==> config.mk <==
export PLATFORM = sky130hd
export DESIGN_NAME = uart_rx_core
export DESIGN_NICKNAME = d
export VERILOG_FILES = /design/src/rtl/uart_rx_core.sv
export SDC_FILE = /design/constraint.sdc
export NUM_CORES = 1
export LEC_CHECK = 0
export ABC_AREA = 1
export BUFFER_PORTS_ARGS = -buffer_cell sky130_fd_sc_hd__buf_2
export CORE_UTILIZATION = 52
export DETAILED_ROUTE_END_ITERATION = 8
export PLACE_DENSITY_LB_ADDON = 0.25
export SKIP_CTS_REPAIR_TIMING = 1
export SYNTH_ARGS = -nofsm -noshare
export SYNTH_HDL_FRONTEND = slang
export SYNTH_SLANG_ARGS = --single-unit
==> constraint.sdc <==
create_clock -name clk -period 1.4 [get_ports clk]
set_input_delay 0.07 -clock clk [delete_from_list [all_inputs] [get_ports clk]]
set_output_delay 0.07 -clock clk [all_outputs]
set_load 0.01 [all_outputs]
==> src/rtl/uart_rx_core.sv <==
// 16x-oversampled UART receiver with a one-entry valid/ready holding register.
// Define UART_RX_PARITY_EN to add an even-parity bit between the data bits and the stop bit.
module uart_rx_core #(
  parameter int unsigned C_BAUDRATE    = 115200,
  parameter int unsigned C_SYSTEM_FREQ = 50_000_000,
  parameter int unsigned C_DATA_BITS   = 8
) (
  input  logic                   clk,
  input  logic                   resetn,
  input  logic                   rx_i,
  output logic [C_DATA_BITS-1:0] rx_data_o,
  output logic                   rx_valid_o,
  input  logic                   rx_ready_i,
  output logic                   frame_err_o,
  output logic                   parity_err_o,
  output logic                   overrun_err_o,
  output logic                   busy_o
);

  // OS_DIV must be at least 2 so the counter has a width.
  localparam int unsigned OS_DIV = C_SYSTEM_FREQ / (C_BAUDRATE * 16);
  localparam int unsigned OsW    = $clog2(OS_DIV);
  localparam int unsigned BcW    = $clog2(C_DATA_BITS);
  localparam logic [OsW-1:0] OsLast  = OsW'(OS_DIV - 1);
  localparam logic [BcW-1:0] BitLast = BcW'(C_DATA_BITS - 1);

  typedef enum logic [2:0] {
    StIdle,
    StStart,
    StData,
`ifdef UART_RX_PARITY_EN
    StParity,
`endif
    StStop
  } state_e;

  state_e                 state_q, state_d;
  logic                   sync_q, rx_s_q;
  logic [OsW-1:0]         os_cnt_q, os_cnt_d;
  logic [3:0]             tick_cnt_q, tick_cnt_d;
  logic [BcW-1:0]         bit_cnt_q, bit_cnt_d;
  logic [C_DATA_BITS-1:0] shift_q, shift_d;
  logic                   armed_q, armed_d;
  logic [C_DATA_BITS-1:0] data_q, data_d;
  logic                   valid_q, valid_d;
  logic                   frame_q, frame_d;
  logic                   overrun_q, overrun_d;
  logic                   busy_q, busy_d;
`ifdef UART_RX_PARITY_EN
  logic                   par_bit_q, par_bit_d;
  logic                   perr_q, perr_d;
`endif

  logic os_tick, mid_tick, end_tick, commit;

  assign os_tick  = (os_cnt_q == OsLast);
  assign mid_tick = os_tick && (tick_cnt_q == 4'd7);
  assign end_tick = os_tick && (tick_cnt_q == 4'd15);

  always_comb begin
    state_d    = state_q;
    os_cnt_d   = os_tick ? '0 : os_cnt_q + 1'b1;
    tick_cnt_d = os_tick ? tick_cnt_q + 4'd1 : tick_cnt_q;
    bit_cnt_d  = bit_cnt_q;
    shift_d    = shift_q;
    armed_d    = armed_q;
    commit     = 1'b0;
`ifdef UART_RX_PARITY_EN
    par_bit_d  = par_bit_q;
`endif
    unique case (state_q)
      StIdle: begin
        if (rx_s_q) begin
          armed_d = 1'b1;
        end else if (armed_q) begin
          // Realign the oversample grid to the start edge.
          state_d    = StStart;
          os_cnt_d   = '0;
          tick_cnt_d = '0;
        end
      end
      StStart: begin
        if (mid_tick) begin
          if (rx_s_q) begin
            state_d = StIdle;
          end else begin
            state_d    = StData;
            tick_cnt_d = '0;
            bit_cnt_d  = '0;
          end
        end
      end
      StData: begin
        if (end_tick) begin
          shift_d   = {rx_s_q, shift_q[C_DATA_BITS-1:1]};
          bit_cnt_d = bit_cnt_q + 1'b1;
          if (bit_cnt_q == BitLast) begin
`ifdef UART_RX_PARITY_EN
            state_d = StParity;
`else
            state_d = StStop;
`endif
          end
        end
      end
`ifdef UART_RX_PARITY_EN
      StParity: begin
        if (end_tick) begin
          par_bit_d = rx_s_q;
          state_d   = StStop;
        end
      end
`endif
      StStop: begin
        if (end_tick) begin
          commit  = 1'b1;
          state_d = StIdle;
          // A low stop bit disarms until the line idles high, so a break gives one error.
          if (!rx_s_q) armed_d = 1'b0;
        end
      end
      default: state_d = StIdle;
    endcase

    data_d    = data_q;
    valid_d   = valid_q;
    frame_d   = frame_q;
    overrun_d = 1'b0;
`ifdef UART_RX_PARITY_EN
    perr_d    = perr_q;
`endif
    if (commit) begin
      if (!valid_q || rx_ready_i) begin
        data_d  = shift_q;
        frame_d = !rx_s_q;
        valid_d = 1'b1;
`ifdef UART_RX_PARITY_EN
        perr_d  = ^{shift_q, par_bit_q};
`endif
      end else begin
        overrun_d = 1'b1;
      end
    end else if (valid_q && rx_ready_i) begin
      valid_d = 1'b0;
    end
    busy_d = (state_d != StIdle);
  end

  always_ff @(posedge clk or negedge resetn) begin
    if (!resetn) begin
      sync_q     <= 1'b1;
      rx_s_q     <= 1'b1;
      state_q    <= StIdle;
      os_cnt_q   <= '0;
      tick_cnt_q <= '0;
      bit_cnt_q  <= '0;
      shift_q    <= '0;
      armed_q    <= 1'b0;
      data_q     <= '0;
      valid_q    <= 1'b0;
      frame_q    <= 1'b0;
      overrun_q  <= 1'b0;
      busy_q     <= 1'b0;
`ifdef UART_RX_PARITY_EN
      par_bit_q  <= 1'b0;
      perr_q     <= 1'b0;
`endif
    end else begin
      sync_q     <= rx_i;
      rx_s_q     <= sync_q;
      state_q    <= state_d;
      os_cnt_q   <= os_cnt_d;
      tick_cnt_q <= tick_cnt_d;
      bit_cnt_q  <= bit_cnt_d;
      shift_q    <= shift_d;
      armed_q    <= armed_d;
      data_q     <= data_d;
      valid_q    <= valid_d;
      frame_q    <= frame_d;
      overrun_q  <= overrun_d;
      busy_q     <= busy_d;
`ifdef UART_RX_PARITY_EN
      par_bit_q  <= par_bit_d;
      perr_q     <= perr_d;
`endif
    end
  end

  assign rx_data_o     = data_q;
  assign rx_valid_o    = valid_q;
  assign frame_err_o   = frame_q;
  assign overrun_err_o = overrun_q;
  assign busy_o        = busy_q;
`ifdef UART_RX_PARITY_EN
  assign parity_err_o  = perr_q;
`else
  assign parity_err_o  = 1'b0;
`endif

endmodule
==> results of run 1 <==
==> metrics by stage <==
step	utilization (%)	hold slack (ns)	instances
floorplan	-	-0.226	186
global placement	63.1	0.0222	255
detailed placement	63.1	0.0374	255
CTS	65.6	-0.345	263
global route	70.4	0.186	272
finish	70.4	0.183	272
==> flip-flops by register name, indices dropped and copies added (netlist names) <==
register	count
rx_s_q	1
rx_valid_o	1
sync_q	1
armed_q	1
shift_q	8
busy_o	1
tick_cnt_q	4
frame_err_o	1
state_q	3
bit_cnt_q	3
overrun_err_o	1
rx_data_o	8
os_cnt_q	5
==> path summary, 6_finish.rpt <==
check | endpoint | slack, ns
worst max-delay path | tick_cnt_q[2] | -0.12
worst min-delay path | overrun_err_o | 0.18
worst max register to register | tick_cnt_q[2] | -0.12
worst min register to register | rx_s_q | 0.36
max in group asynchronous | os_cnt_q[2] | 0.74
min in group asynchronous | shift_q[2] | 0.20
==> cells by family after synthesis <==
family          after synthesis  synth area share (%)
compound gates               21                  8.16
xor+xnor                      4                  2.02
fa+ha+maj                     5                  3.61
buf+inv                      29                  7.58
flops                        38                  55.0
other cells                   1                 0.216
simple gates                 87                  23.4
==> worst reg2reg max path: stages (launching register included) <==
cell and delay, ns:
dfrtp_1 0.41, inv_1 0.08, ha_2 0.17, nand2_2 0.07, nor2_4 0.17, buf_4 0.20, nand2_1 0.07, xor2_1 0.15
nor2_1 0.12
==> synth_stat cells (all sizes together) <==
library cell   n
conb           1
xnor2          1
nand4          3
nor2          19
nor4           1
nor2b          1
o21ai         19
dfrtp         36
nand3          8
nand2         51
ha             5
dfstp          2
xor2           3
inv           25
or2            1
o31ai          1
nor3           3
buf            4
a21oi          1
==> per-layer routing <==
metal	vias up	global-route usage (%)	share of wire [%]
met5	-	0	0
met4	0	12.6	2.0
met3	7	4.76	2.2
met2	19	34.3	51
met1	626	25.5	44
li1	665	-	-
==> cell type report <==
cell class | count | area, um2
Inverter | 25 | 96.3
Fill cell | 255 | 917
Clock inverter | 1 | 30.0
Multi-Input combinational cell | 121 | 739
Sequential cell | 38 | 953
Timing Repair Buffer | 36 | 267
Clock buffer | 7 | 45.0
Tap cell | 44 | 55.1
==> power by group <==
| part | total [uW] | leakage (uW) | internal [uW] | switching (uW) |
|---|---|---|---|---|
| logic | 607 | 0.000598 | 299 | 308 |
| registers | 1330 | 0.000509 | 1230 | 97.2 |
| clock network | 714 | 0.0000395 | 379 | 335 |
==> flow_metrics.py, run 1 <==
metrics = {
    "synth": {
        "synth_top_area_cell": "dfrtp_1",
        "synth.distinct_cells": 26,
        "avgSynthCellArea_um2": 9.37,
        "ys_warn_count": 0,
        "synth_cells": 185,
        "synth_top_area_share_pct": 52.0,
        "ys_ff_latch": 38,
        "synth_area_um2": 1730,
        "synth_area_leaders": "dfrtp_1 (52%), nand2_1 (10%), inv_1 (4.8%), o21ai_2 (4.5%), ha_1 (3.6%)",
        "ys_seq_area_share_pct": 55.0,
    },
    "worst_setup_path": {
        "crit_cells": 8,
        "path_buf_inv": 2,
        "worstPathRequired_ns": 1.66,
        "crit_path_end_kind": "register",
        "path_class": "register to register",
        "crit-reg2reg-launch": "os_cnt_q[0]",
        "worstPathMaxFanout": 10,
        "r2r_cells": 8,
        "crit_family": "simple AND/OR/NAND/NOR gates",
        "start_kind": "register",
        "crit_start": "os_cnt_q[0]",
        "critPathSlowestCell": "dfrtp_1",
        "slowest_delay_ns": 0.41,
        "cp_cell_sequence": "inv_1 -> ha_2 -> nand2_2 -> nor2_4 -> buf_4 -> nand2_1 -> xor2_1 -> nor2_1",
        "arrival_ns": 1.78,
    },
    "route": {
        "routedWlPerCell_um": 12.8,
        "drc_errors": 0,
        "drtIter0Drc": 33,
        "ant_nets": 0,
        "via_per_inst": 4.84,
        "first_pass_iters": 4,
        "num_vias": 1317,
        "wl_um": 3480,
    },
    "flow_run": {
        "maxCapViolCount": 0,
    },
    "layout": {
        "layout_common_cells": "nand2_1 (41), dfrtp_1 (36), inv_1 (22)",
        "mostFrequentLayoutCell": "nand2_1",
        "n_antenna_cell": 0,
        "drive_above_1_share_pct": 35.5,
        "fin_area_um2": 2190,
        "area_delta_synth_final_pct": 26.1,
        "fin_nets": 236,
    },
    "sta": {
        "worst_slack_ns": -0.117,
        "fin_setup_tns_ns": -1.96,
        "clock-skew-final_ns": 0.00990,
        "rsz0062_at_grt": "true",
        "setup_viol": 28,
        "finalMaxSlewViolations": 0,
        "fin_crit_sh_pct": 108,
        "clock.fmax_mhz": 659,
        "finalHoldViolations": 0,
        "period_needed_ns": 1.52,
    },
    "global_routing": {
        "grt_max_degree": 21,
        "grt_pass1_wl_um": 5310,
        "overflow": 0,
        "antenna_found_initial": 0,
        "grt_use_total_pct": 21.1,
        "first_global_vias": 1238,
    },
    "cts": {
        "cts_tree": "built",
        "insertion_delay_ns": 0.34,
        "cts.clk_slew.worst_paths_ns": 0.11,
        "cts-root-buf": "clkbuf_4",
        "htreeDepth": 2,
        "cts_sinks": 38,
        "cts_max_path_buffers": 2,
        "numCtsBuffers": 5,
    },
    "outcome": {
        "violations": "negative setup slack",
        "status": "complete, but fails checks",
    },
    "placed_design": {
        "post-place-ws_ns": -0.123,
        "postPlaceCellArea_um2": 1960,
        "dp_hpwl_um": 2290,
        "port_buffers": 15,
        "routabilityCongestion": 0.838,
    },
    "floorplanning": {
        "fp.dieW_um": 59.7,
        "rows": 20,
        "core_region_area_um2": 3100,
        "dieHeight_um": 59.7,
        "fp.dieArea_um2": 3570,
        "initial_core_util_pct": 55.8,
        "pin_count": 17,
    },
    "pwr": {
        "fin_total_pwr_uw": 2650,
        "power.density_nw_per_um2": 1210,
        "ir_drop_mv": 0.699,
        "cellLeakagePower_uw": 0.00115,
    },
    "min_path": {
        "worstHoldPathCells": 4,
        "hold_path_class": "input port to register",
        "worstHoldStart": "rx_ready_i",
    },
}
No activity file was read; power rests on OpenSTA's default activity.
==> inputs of run 2 (changes only) <==
- CORE_ASPECT_RATIO: unset -> 0.5
==> flow_metrics.py, run 2 (synthesized netlist as in run 1, its figures left out) <==
metrics = {
    "outcome": {
        "status": "complete, but fails checks",
        "violations": "negative setup slack",
    },
    "sta": {
        "finalHoldViolations": 0,
        "clock.fmax_mhz": 678,
        "period_needed_ns": 1.47,
        "clock-skew-final_ns": 0.00962,
        "finalMaxSlewViolations": 0,
        "worst_slack_ns": -0.0745,
        "setup_viol": 24,
        "rsz0062_at_grt": "true",
        "fin_crit_sh_pct": 105,
    },
    "route": {
        "routedWlPerCell_um": 12.4,
        "ant_nets": 0,
        "drtIter0Drc": 38,
        "wl_um": 3330,
        "drc_errors": 0,
        "via_per_inst": 4.88,
        "first_pass_iters": 4,
        "num_vias": 1308,
    },
    "cts": {
        "cts.clk_slew.worst_paths_ns": 0.07,
        "cts-root-buf": "clkbuf_8",
        "cts_tree": "built",
        "insertion_delay_ns": 0.28,
        "htreeDepth": 2,
        "cts_max_path_buffers": 2,
        "numCtsBuffers": 5,
        "cts_sinks": 38,
    },
    "pwr": {
        "cellLeakagePower_uw": 0.00118,
        "comb_power_share_pct": 23.5,
        "p_switching_uw": 786,
        "switching_share_pct": 29.4,
        "power_frac_seq_pct": 49.9,
        "power.density_nw_per_um2": 1210,
        "power_frac_clock_pct": 26.6,
        "internal-power_uw": 1890,
        "ir_drop_mv": 0.669,
    },
    "global_routing": {
        "antenna_found_initial": 0,
        "grt_use_total_pct": 18.8,
        "grt_max_degree": 23,
        "overflow": 0,
        "grt_pass1_wl_um": 5140,
        "first_global_vias": 1173,
    },
    "layout": {
        "layout.cells.non_filler": 268,
        "fin_nets": 236,
        "drive_above_1_share_pct": 39.0,
        "layout_common_cells": "nand2_1 (36), dfrtp_1 (36), inv_1 (21)",
        "fin_area_um2": 2210,
        "fill_cells": 217,
        "n_antenna_cell": 0,
        "area_delta_synth_final_pct": 27.4,
    },
    "placed_design": {
        "port_buffers": 15,
        "post-place-ws_ns": -0.141,
        "routabilityCongestion": 0.814,
        "dp_hpwl_um": 2160,
        "postPlaceCellArea_um2": 1940,
        "dp.cells": 253,
    },
    "worst_setup_path": {
        "critPathSlowestCell": "dfrtp_1",
        "path_class": "register to register",
        "slowest_delay_ns": 0.39,
        "worstPathRequired_ns": 1.57,
        "worstPathMaxFanout": 8,
        "cp_cell_sequence": "inv_2 -> ha_4 -> nand2_4 -> nor2_4 -> nand2_4 -> nor2_4 -> buf_6 -> o21ai_0",
        "crit_path_end_kind": "register",
        "start_kind": "register",
        "arrival_ns": 1.64,
    },
    "floorplanning": {
        "initial_core_util_pct": 56.2,
        "fp.dieW_um": 83.6,
        "dieHeight_um": 42.8,
        "fp.dieArea_um2": 3580,
        "core_region_area_um2": 3080,
        "pin_count": 17,
        "rows": 14,
    },
    "min_path": {
        "hold_path_class": "input port to register",
    },
    "flow_run": {
        "maxCapViolCount": 0,
    },
}
[run 2: area by class of cell]
| class | instances | area (um2) | share of cell area [%] |
|---|---|---|---|
| inverter | 25 | 93.8 | 4.25 |
| multi-input combinational | 120 | 764 | 34.6 |
| tap | 40 | 50.0 | 2.27 |
| clock buffer | 6 | 72.6 | 3.29 |
| clock inverter | 2 | 10.0 | 0.453 |
| timing repair buffer | 37 | 264 | 12.0 |
| sequential | 38 | 953 | 43.2 |
[run 2: metrics by stage]
stage | total power [uW] | util (%) | setup TNS (ns) | hold slack, ns
finish | 2680 | 71.6 | -1.13 | 0.214
global route | 2850 | 71.6 | -3.38 | 0.235
CTS | 2580 | 65.7 | -2.14 | -0.261
detailed placement | 1870 | 63.1 | -2.00 | 0.0480
global placement | 1860 | 63.1 | -0.755 | 0.0415
floorplan | 1650 | - | -0.0242 | -0.226
[run 2: critical path: cells and delay by family, from the launching register on]
family,cells,cell delay (ns)
AND/OR/NAND/NOR,4,0.52
buffers and inverters,2,0.23
AO/OA/AOI/OAI,1,0.07
flip-flops,1,0.39
adder cells (fa/ha/maj),1,0.13
[run 2: per-layer routing]
metal,part of all wire [%],global-route usage (%),vias up
met5,0,0,-
met4,1.0,5.08,0
met3,3.2,6.03,4
met2,48,31.7,16
met1,48,23.8,623
li1,-,-,665
[run 2: worst paths after layout]
check | from | depth (start not counted) | slack (ns) | endpoint
worst max-delay path | os_cnt_q[0] | 8 | -0.07 | shift_q[7]
worst min-delay path | rx_ready_i | 4 | 0.21 | overrun_err_o
worst max register to register | os_cnt_q[0] | 8 | -0.07 | shift_q[7]
worst min register to register | sync_q | 0 | 0.36 | rx_s_q
max in group asynchronous | resetn | 3 | 0.61 | os_cnt_q[0]
min in group asynchronous | resetn | 2 | 0.27 | shift_q[3]
[run 2: power groups by stage]
stage	logic [uW]	registers, uW	clock network, uW
after global routing	715	1360	774
after detailed placement	530	1340	0
after CTS	532	1320	730
after floorplan	303	1350	0
final	629	1340	712
after global placement	521	1340	0
